File: config.mk
export PLATFORM = sky130hd
export DESIGN_NAME = ofs_plat_prim_lutram_fifo
export DESIGN_NICKNAME = d
export VERILOG_FILES = /design/src/rtl/ofs_plat_prim_lutram_fifo.sv
export SDC_FILE = /design/constraint.sdc
export NUM_CORES = 2
export LEC_CHECK = 0
export ABC_CLOCK_PERIOD_IN_PS = 8100
export CAP_MARGIN = 20
export CELL_PAD_IN_SITES_DETAIL_PLACEMENT = 1
export CELL_PAD_IN_SITES_GLOBAL_PLACEMENT = 1
export CORE_MARGIN = 2
export CORE_UTILIZATION = 41
export CTS_CLUSTER_DIAMETER = 150
export DETAILED_ROUTE_END_ITERATION = 12
export HOLD_SLACK_MARGIN = 0.05
export PLACE_DENSITY_LB_ADDON = 0.2
export SETUP_SLACK_MARGIN = 0.02
export SYNTH_ARGS = -nofsm -noshare
export SYNTH_HDL_FRONTEND = slang
export SYNTH_HIERARCHICAL = 1
export SYNTH_SLANG_ARGS = --single-unit
File: constraint.sdc
create_clock -name clk -period 8.1 [get_ports clk]
set_clock_uncertainty 0.2 [all_clocks]
set_input_delay 1.215 -clock clk [delete_from_list [all_inputs] [get_ports clk]]
set_output_delay 1.215 -clock clk [all_outputs]
set_load 0.01 [all_outputs]
File: src/rtl/ofs_plat_prim_lutram_fifo.sv
// Single-clock FIFO over an MLAB LUTRAM with async read; owns both pointers and
// registered occupancy flags so callers only see enq/deq handshakes.

module ofs_plat_prim_lutram_fifo #(
  parameter int N_ENTRIES     = 32,
  parameter int N_DATA_BITS   = 64,
  parameter int THRESHOLD     = 2,
  parameter bit ENABLE_CHECKS = 1'b1
) (
  input  logic                         clk,
  input  logic                         reset,
  input  logic [N_DATA_BITS-1:0]       enq_data,
  input  logic                         enq_en,
  output logic                         notFull,
  output logic                         almostFull,
  output logic [N_DATA_BITS-1:0]       first,
  input  logic                         deq_en,
  output logic                         notEmpty,
  output logic [$clog2(N_ENTRIES):0]   count
);

  localparam int PTR_W = $clog2(N_ENTRIES);
  localparam int CNT_W = PTR_W + 1;
  // A 1-bit wide LUTRAM would be mapped to registers, so pad it to 2 bits.
  localparam int RAM_W = (N_DATA_BITS == 1) ? 2 : N_DATA_BITS;

  localparam logic [PTR_W-1:0] PTR_ONE  = PTR_W'(1);
  localparam logic [CNT_W-1:0] CNT_ONE  = CNT_W'(1);
  localparam logic [CNT_W-1:0] CNT_FULL = CNT_W'(N_ENTRIES);
  localparam logic [CNT_W-1:0] CNT_AF   = CNT_W'(N_ENTRIES - THRESHOLD);

  logic [RAM_W-1:0] ram_r [N_ENTRIES];
  logic [PTR_W-1:0] wr_ptr_r;
  logic [PTR_W-1:0] rd_ptr_r;
  logic [CNT_W-1:0] count_r;
  logic [CNT_W-1:0] count_next_s;
  logic             not_empty_r;
  logic             not_full_r;
  logic             almost_full_r;
  logic             push_acc_s;
  logic             pop_acc_s;
  logic [RAM_W-1:0] wr_word_s;

  // Handshake acceptance and next occupancy.
  always_comb begin
    push_acc_s = enq_en && not_full_r;
    pop_acc_s  = deq_en && not_empty_r;
    wr_word_s  = RAM_W'(enq_data);
    case ({push_acc_s, pop_acc_s})
      2'b10:   count_next_s = count_r + CNT_ONE;
      2'b01:   count_next_s = count_r - CNT_ONE;
      default: count_next_s = count_r;
    endcase
  end

  // Pointers, count and flags; flags come from the next count so they stay registered.
  always_ff @(posedge clk) begin
    if (reset) begin
      wr_ptr_r      <= '0;
      rd_ptr_r      <= '0;
      count_r       <= '0;
      not_empty_r   <= 1'b0;
      not_full_r    <= 1'b1;
      almost_full_r <= 1'b0;
    end else begin
      if (push_acc_s) wr_ptr_r <= wr_ptr_r + PTR_ONE;
      if (pop_acc_s)  rd_ptr_r <= rd_ptr_r + PTR_ONE;
      count_r       <= count_next_s;
      not_empty_r   <= (count_next_s != '0);
      not_full_r    <= (count_next_s != CNT_FULL);
      almost_full_r <= (count_next_s >= CNT_AF);
    end
  end

  // Storage write port; contents survive reset.
  always_ff @(posedge clk) begin
    if (push_acc_s && !reset) ram_r[wr_ptr_r] <= wr_word_s;
  end

  assign first      = ram_r[rd_ptr_r][N_DATA_BITS-1:0];
  assign notEmpty   = not_empty_r;
  assign notFull    = not_full_r;
  assign almostFull = almost_full_r;
  assign count      = count_r;

  generate
    if (ENABLE_CHECKS) begin : g_chk
      ofs_plat_prim_lutram_fifo_chk #(.N_ENTRIES(N_ENTRIES)) u_chk (
        .clk      (clk),
        .reset    (reset),
        .enq_en   (enq_en),
        .deq_en   (deq_en),
        .notFull  (notFull),
        .notEmpty (notEmpty),
        .count    (count)
      );
    end
  endgenerate

endmodule

// Protocol checker: flags pushes into a full FIFO and pops from an empty one.
module ofs_plat_prim_lutram_fifo_chk #(
  parameter int N_ENTRIES = 32
) (
  input logic                       clk,
  input logic                       reset,
  input logic                       enq_en,
  input logic                       deq_en,
  input logic                       notFull,
  input logic                       notEmpty,
  input logic [$clog2(N_ENTRIES):0] count
);

  localparam logic [$clog2(N_ENTRIES):0] CNT_FULL = ($clog2(N_ENTRIES)+1)'(N_ENTRIES);

  a_no_push_when_full: assert property (@(posedge clk) disable iff (reset) enq_en |-> notFull)
    else $error("lutram_fifo: enq_en while full");
  a_no_pop_when_empty: assert property (@(posedge clk) disable iff (reset) deq_en |-> notEmpty)
    else $error("lutram_fifo: deq_en while empty");
  a_count_range: assert property (@(posedge clk) disable iff (reset) count <= CNT_FULL)
    else $error("lutram_fifo: count out of range");

endmodule

==> summary.txt <==
Clocking
  • Post-CTS Hold Fix Bufs: 0
  • Clock Latency Late Sink: 0.85 ns
  • CTS tree: built
  • Buffer count from post-CTS setup fixing: 0
  • CTS resizes: 0
  • Total clock buffers created by CTS: 212
  • Maximum clock path buffer count: 3
  • H-tree levels: 4
  • Worst-path clk slew: approximately 0.06 ns
  • Clock sinks: 2072
  • CTS root buf: clkbuf_16

Worst setup path
  • WP data arrival: about 4.6 ns
  • Startpoint type of the worst setup path: register
  • Endpoint type of the worst setup path: output pin
  • CP required: 6.68 ns
  • Largest fanout on the critical path: 88
  • Critical path type: reg2out

Route
  • WL per Instance: roughly 33 microns
  • Via Count: roughly 35000
  • DRC viols: 0
  • Routed Antenna Nets: 0
  • Avg Vias per Cell: 5.80
  • DRT Pass-1 Iters: 6
  • Routed WL: 201000 microns
  • DR iter-0 viols: 3873

Flow run
  • Max-Cap Viols: 0

Yosys
  • Avg Inst Size Synth: 25.1 sq um
  • Cells after Synth: 3139
  • Largest cells by area after synthesis: edfxtp_1 (78%), mux4_2 (18%), mux2_2 (0.91%)
  • Yosys cell types: 41
  • Warnings from Yosys: 6
  • Post-synth top cells: edfxtp_1 (2048), mux4_2 (627), clkbuf_1 (71)
  • Synthesized area: 78800 sq um
  • #FFs+latches synth: 2072
  • Most frequent cell after synthesis: edfxtp_1
  • Area share of the largest cell type after synthesis: 78.0%
  • Post-synth ARST share: 0%
  • Mapped Nets: roughly 3200
  • Ys flop type: edfxtp_1
  • Dominant cell type by area after synthesis: edfxtp_1
  • Post-synthesis sequential area ratio: 78.6%
  • EDFF count, synth: 2048

Place
  • Post-DP HPWL: 96700 microns
  • GP Congestion: roughly 0.72
  • Number of buffers added on ports: 140
  • Placed Area: 83800 sq um

Floorplanning
  • Die width: 442 microns
  • Die area: 196000 sq um
  • Die H: 442 microns
  • Core footprint: 191000 sq um
  • # IOs: 141
  • Initial core utilization: about 41%
  • Row cnt: 160

GRT
  • GRT Total Usage: 20.6%
  • Overflow after GRT: 0
  • Initial antenna violation count: 19
  • First-pass GRT wire length: 286000 microns
  • Vias in the first global route: 38400
  • Largest net degree at the start of global routing: 129

Layout
  • Area growth syn-to-layout: 15.2%
  • Fin area: 90800 sq um
  • Layout cell share with drive strength beyond 1: 30.5%
  • Fill count: 16700
  • Final net count: 3500

STA
  • Fmax achieved: 166 MHz
  • Least-Margin Pin Slew: ~1.1 ns
  • Final Critical Period: 6.01 ns
  • Final Hold Violating Endpoints: 0
  • Tcrit/Tclk final: about 74%
  • RSZ-0062 raised after global routing: false
  • Slew Viols, Final: 0
  • Endpoints failing setup: 0
  • Slew HR: between 20% and 30%
  • Setup TNS Final: 0 ns

Power
  • Leak pwr: 26.9 nW
  • Worst-case vdd ir drop: 0.239 mV
  • Clock share of power: between 30 and 40%
  • NetSw: 5.00 mW
  • Comb pwr share: 8.5%
  • Sw frac: a little over a fifth
  • Flop pwr share: between 50% and 60%
  • P_int: approximately 18 mW
  • Power per cell area: 254 nW/um^2

Min path
  • HP Class: reg2reg

Outcome
  • Run status: completed
[critical path, stage by stage, from the launching register on]
cell,delay (ns)
dfxtp_4,1.00
buf_12,0.58
mux4_2,0.62
mux4_2,0.55
mux2_2,0.31
clkdlybuf4s50_1,0.49
[routing by layer]
layer  vias up  routed length [microns]  GRT usage, %
met3       292                    11300          3.69
met1     19700                    85500          28.9
met2      1158                    99700          33.8
met5         -                      123             0
met4        20                     4050          4.98
li1      14200                        -             -
[registers in the layout, summed over array words and instances (netlist names), named ones only]
signal and cells:
count 6, rd_ptr_r 5, almostFull 1, notFull 1
wr_ptr_r 5, ram_r 2048, notEmpty 1
[cells by family after synthesis]
logic type	count (synthesis)	share of synthesized area (%)
AOI/OAI and AO/OA	47	0.359
xor gates and xnor gates	14	0.156
adders and majority gates	8	0.127
buffers and inverters	172	1.02
and+or+nand+nor	120	0.695
DFF	2072	78.6
muxes	706	19.0
[power groups by stage]
stage | logic [mW] | registers, mW | clock network, mW
final | 1.98 | 11.9 | 9.22
after global routing | 2.13 | 11.9 | 9.78
after global placement | 1.94 | 12.1 | 0
after detailed placement | 1.99 | 12.1 | 0
after CTS | 2.00 | 11.9 | 9.42
after floorplan | 1.38 | 12.1 | 0
[worst paths after layout]
path | end | depth (start not counted) | from | slack [ns]
min reg2reg | register | 2 | rd_ptr_r[1]$_SDFFE_PP0N_ | 0.32
min | register | 2 | rd_ptr_r[1]$_SDFFE_PP0N_ | 0.32
max reg2reg | ram_r[19][42]$_DFFE_PP_ | 6 | notFull$_SDFF_PP1_ | 4.24
max | first[46] | 5 | register | 2.09
[per-stage QoR]
stage	util (%)	setup slack [ns]	hold WS (ns)	std cells	power [mW]
5_1_grt	47.7	1.78	0.360	6101	23.8
6_report	47.7	2.09	0.322	6101	23.1
4_1_cts	47.4	1.92	0.326	6077	23.3
3_3_place_gp	44.0	2.88	0.273	5698	14.1
2_1_floorplan	-	2.70	0.268	3139	13.5
3_5_place_dp	44.0	2.86	0.303	5698	14.1
[layout make-up]
class                      instances  area [sq um]  area share [%]
sequential                      2072         62000            68.3
timing repair buffer             237          2920            3.21
inverter                           6          22.5          0.0248
antenna                            1          2.50         0.00276
clock inverter                   106           841           0.926
multi-input combinational        895         16300            17.9
tap                             2511          3140            3.46
clock buffer                     273          5610            6.17
[cells in the final DEF, fill, tap and decap left out, drive strengths merged, types with 4 or more instances in the layout]
cell type,count
a211oi,4
nand3b,5
dfxtp,24
mux4,627
mux2,64
inv,13
xor2,10
ha,8
clkinv,86
buf,90
nand2,35
a21oi,9
xnor2,4
clkbuf,280
nor2,50
bufinv,11
nand3,5
clkdlybuf4s50,140
mux2i,15
o21ai,23
nor2b,5
edfxtp,2048
(Power assumes the default switching activity.)
